===== src/rtl/fifo_gray_ptr_ctrl.sv =====
// fifo_gray_ptr_ctrl: pointer, Gray-code and status-flag controller for a single-clock FIFO
module fifo_gray_ptr_ctrl #(
  parameter int AW = 4,
  parameter int AF_LEVEL = 14,
  parameter int AE_LEVEL = 2
) (
  input  logic        clock_i,
  input  logic        resetn_i,
  input  logic        soft_reset_i,
  input  logic        write_enb_i,
  input  logic        read_enb_i,
  output logic        mem_we_o,
  output logic        mem_re_o,
  output logic [AW-1:0] waddr_o,
  output logic [AW-1:0] raddr_o,
  output logic [AW:0] wptr_gray_o,
  output logic [AW:0] rptr_gray_o,
  output logic        full_o,
  output logic        empty_o,
  output logic        almost_full_o,
  output logic        almost_empty_o,
  output logic [AW:0] count_o,
  output logic        overflow_o,
  output logic        underflow_o
);
  localparam logic [AW:0] AF = (AW+1)'(AF_LEVEL);
  localparam logic [AW:0] AE = (AW+1)'(AE_LEVEL);
  logic [AW:0] wptr_q, wptr_d, rptr_q, rptr_d, count_q, count_d, wgray_q, rgray_q;
  logic full_q, empty_q, afull_q, aempty_q, ovf_q, unf_q, clr, wr_ok, rd_ok;
  // Reset and flush both suppress the RAM strobes so nothing is written during a clear.
  always_comb begin
    clr = ~resetn_i | soft_reset_i;
    wr_ok = write_enb_i & ~full_q & ~clr;
    rd_ok = read_enb_i & ~empty_q & ~clr;
    wptr_d = wptr_q + {{AW{1'b0}}, wr_ok};
    rptr_d = rptr_q + {{AW{1'b0}}, rd_ok};
    count_d = wptr_d - rptr_d;
  end
  always_ff @(posedge clock_i) begin
    if (clr) begin
      wptr_q <= '0;
      rptr_q <= '0;
      wgray_q <= '0;
      rgray_q <= '0;
      count_q <= '0;
      full_q <= 1'b0;
      empty_q <= 1'b1;
      afull_q <= 1'b0;
      aempty_q <= 1'b1;
      ovf_q <= 1'b0;
      unf_q <= 1'b0;
    end else begin
      wptr_q <= wptr_d;
      rptr_q <= rptr_d;
      wgray_q <= wptr_d ^ (wptr_d >> 1);
      rgray_q <= rptr_d ^ (rptr_d >> 1);
      count_q <= count_d;
      full_q <= (wptr_d[AW] != rptr_d[AW]) && (wptr_d[AW-1:0] == rptr_d[AW-1:0]);
      empty_q <= wptr_d == rptr_d;
      afull_q <= count_d >= AF;
      aempty_q <= count_d <= AE;
      ovf_q <= ovf_q | (write_enb_i & full_q);
      unf_q <= unf_q | (read_enb_i & empty_q);
    end
  end
  assign mem_we_o = wr_ok;
  assign mem_re_o = rd_ok;
  assign waddr_o = wptr_q[AW-1:0];
  assign raddr_o = rptr_q[AW-1:0];
  assign wptr_gray_o = wgray_q;
  assign rptr_gray_o = rgray_q;
  assign full_o = full_q;
  assign empty_o = empty_q;
  assign almost_full_o = afull_q;
  assign almost_empty_o = aempty_q;
  assign count_o = count_q;
  assign overflow_o = ovf_q;
  assign underflow_o = unf_q;
endmodule


===== config.mk =====
export PLATFORM = sky130hd
export DESIGN_NAME = fifo_gray_ptr_ctrl
export DESIGN_NICKNAME = d
export VERILOG_FILES = /design/src/rtl/fifo_gray_ptr_ctrl.sv
export SDC_FILE = /design/constraint.sdc
export NUM_CORES = 1
export LEC_CHECK = 0
export CELL_PAD_IN_SITES_DETAIL_PLACEMENT = 1
export CELL_PAD_IN_SITES_GLOBAL_PLACEMENT = 1
export CORE_UTILIZATION = 39
export CTS_BUF_LIST = sky130_fd_sc_hd__clkbuf_8
export CTS_CLUSTER_DIAMETER = 100
export DETAILED_ROUTE_END_ITERATION = 8
export PLACE_DENSITY = 0.95
export SYNTH_ARGS = -nofsm -noshare
export SYNTH_HDL_FRONTEND = slang
export SYNTH_SLANG_ARGS = --single-unit

===== constraint.sdc =====
create_clock -name clock_i -period 9.4 [get_ports clock_i]
set_clock_uncertainty 0.15 [all_clocks]
set_input_delay 1.88 -clock clock_i [delete_from_list [all_inputs] [get_ports clock_i]]
set_output_delay 1.88 -clock clock_i [all_outputs]
set_load 0.01 [all_outputs]

* After elaboration in Yosys (flattened, before gate mapping)
Index checks and enable logic that the tools add are counted.
** Storage, ports and cells
- Logic and storage cells :: 35
- Bits of input ports :: 5
- Register bits after elaboration :: 31
- Output and inout bits :: 31
** Cells by class
- Add/sub/neg operators :: 3
- Magnitude comparators :: 2
- Reductions and logical operators :: 1
- Eq/ne operators :: 3
- Bitwise gates (word level) :: 15
** Operators with widths (number)
- $add 5x1->5 :: 2
- $xor 5x4->5 :: 2
- $and 1x1->1 :: 6
- $eq 5x5->1 :: 1
- $ge 5x4->1 const B :: 1
- $le 5x2->1 const B :: 1
- $sub 5x5->5 :: 1
- $eq 4x4->1 :: 1
- $not 1->1 :: 4
- $or 1x1->1 :: 3
- $logic_and 1x1->1 :: 1
- $ne 1x1->1 :: 1

* Logic depth before layout (Yosys ltp)
Gate-level depths: netlist of run 1.
- Word-level depth :: 7
- Gate-level depth with buffers :: 13
- Depth with buffers taken out :: 12

* Least setup slack after synthesis of run 1
Ideal clock, no wire load.
- Path type :: in2reg
- Start :: input port soft_reset_i
- End :: register aempty_q, in the netlist almost_empty_o
- Stages :: 13
- Library setup time :: 114 ps
- Path buffers :: 2
- Required time :: 9136 ps
- Path slack :: 4669 ps
- Arrival :: 4467 ps
- Cell sequence :: nand2b_1 clkbuf_1 nor3b_1 ha_1 ha_1 buf_2 xnor2_1 ha_1 a21oi_1 maj3_2 maj3_2 xnor2_2 a21o_1
** On the way
- Cells in the longest elaborated chain, start to end :: 6
- Elaborated cells on any way between the ends :: 8
- Classes of those cells :: add/sub: 3; order compare: 1; bitwise: 4
** Ends and longest elaborated chain
- from (decl) :: line 9 : input logic soft_reset_i,
- $or 1x1->1 :: line 32 : clr = ~resetn_i | soft_reset_i;
- $not 1->1 :: line 34 : rd_ok = read_enb_i & ~empty_q & ~clr;
- $and 1x1->1 :: line 34
- net mem_re_o :: line 13 : output logic mem_re_o,
- $add 5x1->5 :: line 36 : rptr_d = rptr_q + {{AW{1'b0}}, rd_ok};
- net rptr_d[1] :: line 28 : logic [AW:0] wptr_q, wptr_d, rptr_q, rptr_d, count_q, count_d, wgray_q, rgray_q;
- $sub 5x5->5 :: line 37 : count_d = wptr_d - rptr_d;
- $le 5x2->1 :: line 61 : aempty_q <= count_d <= AE;
- to (signal assigned) :: line 49 : aempty_q <= 1'b1;
- to (signal assigned) :: line 61
- to (decl) :: line 29 : logic full_q, empty_q, afull_q, aempty_q, ovf_q, unf_q, clr, wr_ok, rd_ok;
The timed path passes the listed nets, and every way through them passes these cells.
A chain may end at the register's enable or synchronous reset.

* Final worst setup path of run 1
- Start :: input port soft_reset_i
- End :: output port mem_re_o
** On the way
- Cells in the longest elaborated chain, start to end :: 3
** Ends and longest elaborated chain (line)
- $or 1x1->1 :: 32
- $not 1->1 :: 34
- $and 1x1->1 :: 34
- to (decl) :: 13
Every way passes these cells.

==> impl_metrics.env, run 1 <==
export IMPL_maxCapViolations=0
export IMPL_grt_pass1_vias=1035
export IMPL_hold_buffers=0
export IMPL_tns_ns=0
export IMPL_dieWidth_um=57.7
export IMPL_dr_total_vias=911
export IMPL_power_switching_uw=48.8
export IMPL_p_comb_share_pct=4.3
export IMPL_portBuffers=35
export IMPL_wl_um=2750
export IMPL_fin_crit_sh_pct=63.8
export IMPL_num_fill_cells=328
export IMPL_worst_pin_slew_ns=0.949
export IMPL_cts_sinks=29
export IMPL_rows=19
export IMPL_tritoncts="done"
export IMPL_initial_utilization_pct=42.5
export IMPL_drc=4
export IMPL_antenna_cells=0
export IMPL_dp_hpwl_um=2100
export IMPL_htreeDepth=2
export IMPL_critPathLaunchType="input pin"
export IMPL_dieArea_mm2=0.00333
export IMPL_grt_usage_pct=19.6
export IMPL_slew_violations=0
export IMPL_end_kind="primary output"
export IMPL_seq_area_um2=581
export IMPL_ys_ff_latch=29
export IMPL_period_minus_slack_ns=6.00
export IMPL_grt_max_degree=26
export IMPL_post_cts_buffers=0
export IMPL_p_per_area_mw_per_mm2=140
export IMPL_hold_class="flop to flop"
export IMPL_p_sw_share_pct=20.8
export IMPL_hold_viol_final=0
export IMPL_clock_latency_ns=0.28
export IMPL_avgSynthCellArea_um2=10.3
export IMPL_cts_resized=0
export IMPL_placed_area_mm2=0.00158
export IMPL_power_frac_clock_pct=42.7
export IMPL_synthCells=118
export IMPL_antenna_left=0
export IMPL_multi_input_area_um2=592
export IMPL_synth_warnings=0
export IMPL_cts_root_buf="clkbuf_8"
export IMPL_core_mm2=0.00285
export IMPL_crit_type="input pin to primary output"
export IMPL_ys_types=23
export IMPL_gp_congestion=0.815
export IMPL_maxClockFrequency_mhz=167
export IMPL_grt_overflow=0
export IMPL_drt_iter0_markers=18
export IMPL_relSlewSlack_pct=36.8
export IMPL_p_int_uw=185
export IMPL_grt_pass1_wl_um=4650
export IMPL_seqPwrFrac_pct=53.0
export IMPL_syn_nets=130
export IMPL_rsz0062_at_grt="false"
export IMPL_violations="DRC"
export IMPL_clkSlewWorstSetupHoldPaths_ns=0.06
export IMPL_antenna_found_initial=0
export IMPL_peakVddDrop_mv=0.0999
export IMPL_crit_arrival_ns=3.97
export IMPL_area_growth_synth_to_final_pct=37.9
export IMPL_finalSetupViolCount=0
export IMPL_drive_gt1_share_pct=10.3
export IMPL_die_h_um=57.7
export IMPL_routed_via_density=4.87
export IMPL_num_nets_final=168
export IMPL_postLayoutCoreUtil_pct=58.6
export IMPL_final_area_mm2=0.00167
export IMPL_run_status="complete, but fails checks"
export IMPL_p_leak_uw=0.000654
export IMPL_routedWlPerCell_um=14.7
export IMPL_ctsLongestPathBuffers=2
export IMPL_syn_cell_area_mm2=0.00121
export IMPL_required_ns=7.37
export IMPL_ys_seq_area_share_pct=47.9
export IMPL_crit_fanout=25
export IMPL_drt_pass1_iter_count=6
export IMPL_ios=36
export IMPL_numCtsBuffers=5
[critical path, cell delays in order]
cell and delay, ns:
clkdlybuf4s50_1 0.43, nand2b_1 0.59, nor3b_1 0.47, clkdlybuf4s50_1 0.60
[cell type report]
class | instances | share of cell area [%]
inverters | 6 | 1.35
clock buffers | 6 | 4.94
repair buffers | 35 | 21.0
clock inverters | 1 | 0.225
flip-flops and latches | 29 | 34.8
multi-input cells | 79 | 35.4
well taps | 31 | 2.32
[Yosys cell counts]
library cell / count / share of area (%)
xnor2_2: 4 / 5.4
ha_1: 7 / 7.2
maj3_2: 3 / 2.8
buf_2: 1 / 0.41
a21o_1: 1 / 0.62
xor2_1: 3 / 2.2
maj3_1: 1 / 0.83
nor3_1: 3 / 1.2
nor2_1: 21 / 6.5
and2_1: 5 / 2.6
o21ai_0: 1 / 0.41
clkbuf_1: 3 / 0.93
inv_1: 5 / 1.5
xnor2_1: 13 / 9.4
xor2_2: 2 / 2.7
nor2b_1: 2 / 1.0
nand4_1: 1 / 0.52
a21oi_1: 4 / 1.7
nand2b_1: 1 / 0.52
nor3b_1: 2 / 1.2
nand3_1: 5 / 2.1
dfxtp_1: 29 / 48
inv_2: 1 / 0.31
[registers in the layout, indices dropped and copies added, names as in the netlist]
| signal | cells |
|---|---|
| empty_o | 1 |
| full_o | 1 |
| wptr_gray_o | 4 |
| rptr_gray_o | 4 |
| wptr_q | 5 |
| count_o | 5 |
| almost_full_o | 1 |
| underflow_o | 1 |
| overflow_o | 1 |
| rptr_q | 5 |
| almost_empty_o | 1 |
[routing by layer]
| metal | vias to the layer above | global-route usage (%) | share of wire, % |
|---|---|---|---|
| met5 | - | 0 | 0 |
| li1 | 446 | - | - |
| met2 | 32 | 34.6 | 52 |
| met1 | 425 | 19.0 | 39 |
| met4 | 0 | 13.9 | 4.0 |
| met3 | 8 | 7.14 | 4.8 |
[cells in the final DEF (no fill, tap or decap), types with 2 or more instances in the layout]
cell / count
a21oi_1: 4
and2_1: 5
clkbuf_8: 6
clkdlybuf4s50_1: 35
dfxtp_1: 29
ha_1: 7
inv_1: 6
maj3_2: 3
nand3_1: 5
nor2_1: 21
nor2b_1: 2
nor3_1: 3
nor3b_1: 2
xnor2_1: 13
xnor2_2: 4
xor2_1: 3
xor2_2: 2
[worst paths after layout]
path / startpoint / to / slack, ns / depth (start not counted)
min reg2reg: overflow_o$_SDFF_PP0_ / overflow_o$_SDFF_PP0_ / 0.33 / 2
max: soft_reset_i / mem_re_o / 3.40 / 4
min: overflow_o$_SDFF_PP0_ / overflow_o$_SDFF_PP0_ / 0.33 / 2
max reg2reg: empty_o$_SDFF_PP1_ / almost_full_o$_SDFF_PP0_ / 6.42 / 10
[power by group through the flow]
stage | Sequential, µW | Combinational [µW] | Clock [µW]
final | 124 | 10.0 | 100
after global routing | 124 | 11.0 | 108
after floorplan | 127 | 4.76 | 0
after detailed placement | 127 | 10.1 | 0
after global placement | 127 | 9.54 | 0
after CTS | 124 | 10.1 | 103
[cell families after synthesis]
group | count (synthesis) | share of synthesized area [%]
AND/OR/NAND/NOR | 40 | 15.7
flip-flops | 29 | 47.9
XOR/XNOR | 22 | 19.6
adder cells (fa/ha/maj) | 11 | 10.8
buffers and inverters | 10 | 3.20
AO/OA/AOI/OAI | 6 | 2.69
[through the flow]
stage	setup slack [ns]	cells	hold WS (ns)	power, µW
detailed placement	3.37	180	0.314	137
floorplan	4.67	118	0.352	132
finish	3.40	187	0.327	234
CTS	3.36	187	0.330	238
global placement	3.49	180	0.301	136
global route	3.24	187	0.365	243
Power figures use the tool's default switching activity.
==> run 2: changes to the inputs <==
- CORE_UTILIZATION: 39 -> 36
- PLACE_DENSITY: 0.95 -> 0.9
- clock period: 9.4 -> 5.9 ns (I/O delays scaled with it)
==> impl_metrics.env, run 2 (synthesis results as in run 1) <==
export IMPL_end_kind="flop"
export IMPL_tritoncts="done"
export IMPL_post_cts_buffers=0
export IMPL_area_growth_synth_to_final_pct=39.9
export IMPL_worstRegToRegCells=10
export IMPL_maxClockFrequency_mhz=233
export IMPL_cts_root_buf="clkbuf_8"
export IMPL_timing_reg2reg_setup_slack_ns=2.99
export IMPL_routedWlPerCell_um=14.1
export IMPL_grt_pass1_vias=982
export IMPL_drt_pass1_iter_count=4
export IMPL_dr_total_vias=914
export IMPL_period_minus_slack_ns=4.30
export IMPL_cp_endpoint="almost_empty_o$_SDFF_PP1_"
export IMPL_grt_usage_pct=18.3
export IMPL_crit_fanout=25
export IMPL_drt_iter0_markers=23
export IMPL_p_leak_uw=0.000659
export IMPL_cts_resized=0
export IMPL_htreeDepth=2
export IMPL_initial_utilization_pct=38.7
export IMPL_hold_buffers=0
export IMPL_final_area_mm2=0.00169
export IMPL_dieArea_mm2=0.00360
export IMPL_clock_latency_ns=0.28
export IMPL_tns_ns=0
export IMPL_drc=0
export IMPL_cts_sinks=29
export IMPL_ctsLongestPathBuffers=2
export IMPL_rows=20
export IMPL_dieWidth_um=60
export IMPL_maxCapViolations=0
export IMPL_cp_startpoint="soft_reset_i"
export IMPL_drive_gt1_share_pct=10.8
export IMPL_antenna_left=0
export IMPL_hold_viol_final=0
export IMPL_core_mm2=0.00313
export IMPL_hold_class="flop to flop"
export IMPL_slew_violations=0
export IMPL_antenna_cells=0
export IMPL_finalSetupViolCount=0
export IMPL_crit_type="input pin to flop"
export IMPL_ios=36
export IMPL_fin_crit_sh_pct=72.9
export IMPL_grt_overflow=0
export IMPL_p_per_area_mw_per_mm2=221
export IMPL_clkSlewWorstSetupHoldPaths_ns=0.06
export IMPL_routed_via_density=4.55
export IMPL_required_ns=5.93
export IMPL_wl_um=2830
export IMPL_num_nets_final=169
export IMPL_gp_congestion=0.818
export IMPL_grt_pass1_wl_um=4490
export IMPL_placed_area_mm2=0.00161
export IMPL_dp_hpwl_um=2200
export IMPL_numCtsBuffers=5
export IMPL_final_cell_mix="clkdlybuf4s50_1 (35), dfxtp_1 (29), nor2_1 (21), xnor2_1 (13), ha_1 (7)"
export IMPL_die_h_um=60
export IMPL_run_status="finished, final reports clean"
export IMPL_antenna_found_initial=0
export IMPL_grt_max_degree=26
export IMPL_critPathLaunchType="input pin"
export IMPL_portBuffers=35
export IMPL_worst_pin_slew_ns=0.445
export IMPL_r2r_end="almost_empty_o$_SDFF_PP1_"
export IMPL_crit_arrival_ns=4.33
export IMPL_final_common_cell="clkdlybuf4s50_1"
export IMPL_r2r_start="empty_o$_SDFF_PP1_"
export IMPL_peakVddDrop_mv=0.104
export IMPL_rsz0062_at_grt="false"
export IMPL_timing_hold_ws_ns=0.316
export IMPL_relSlewSlack_pct=70.1
## run 2: changes by cell type in the layout (fill, tap and decap cells not counted)
cell / delta
buf_4: +1
## run 2: worst max-delay path, stage by stage
cell and delay, ns:
clkdlybuf4s50_1 0.42, nand2b_1 0.15, buf_4 0.21, nor3b_1 0.35, ha_1 0.25, ha_1 0.33, xnor2_1 0.23, ha_1 0.17
a21oi_1 0.06, maj3_2 0.33, maj3_2 0.34, xnor2_2 0.15, a21o_1 0.16
## run 2: routing by layer
metal  share of wire [%]  track usage (%)
met1                  42             18.8
met4                 1.9             12.0
met5                   0                0
met2                  51             32.7
met3                 5.4             4.76
## run 2: through the flow
step	setup WS [ns]	total power, µW	util [%]	instances
after detailed placement	1.31	219	51.4	194
after global placement	1.55	218	51.4	194
after global routing	1.43	386	54.2	201
final	1.60	374	54.2	201
after floorplan	1.87	210	-	118
after CTS	1.60	379	54.2	201
## run 2: report_power, final
| group | total (µW) | internal (µW) | leakage, µW | switching, µW |
|---|---|---|---|---|
| registers | 198 | 197 | 0.000234 | 0.536 |
| clock network | 160 | 90.4 | 0.0000485 | 69.4 |
| logic | 16.6 | 8.34 | 0.000376 | 8.23 |
| total | 374 | 296 | 0.000659 | 78.2 |
## run 2: worst min-delay path by stage
stage | end | cells past startpoint | startpoint | slack [ns]
floorplan | underflow_o$_SDFF_PP0_ | 2 | underflow_o$_SDFF_PP0_ | 0.35
global placement | overflow_o$_SDFF_PP0_ | 2 | overflow_o$_SDFF_PP0_ | 0.30
detailed placement | underflow_o$_SDFF_PP0_ | 2 | underflow_o$_SDFF_PP0_ | 0.31
CTS | underflow_o$_SDFF_PP0_ | 2 | underflow_o$_SDFF_PP0_ | 0.32
global route | underflow_o$_SDFF_PP0_ | 2 | underflow_o$_SDFF_PP0_ | 0.38
finish | underflow_o$_SDFF_PP0_ | 2 | underflow_o$_SDFF_PP0_ | 0.32
## run 2: area by class of cell
type                            count  area (µm²)
Fill cell                         363        1430
Multi-Input combinational cell     79         592
Clock buffer                        6        82.6
Timing Repair Buffer               36         358
Clock inverter                      1        3.75
Sequential cell                    29         581
Inverter                            6        22.5
Tap cell                           44        55.1
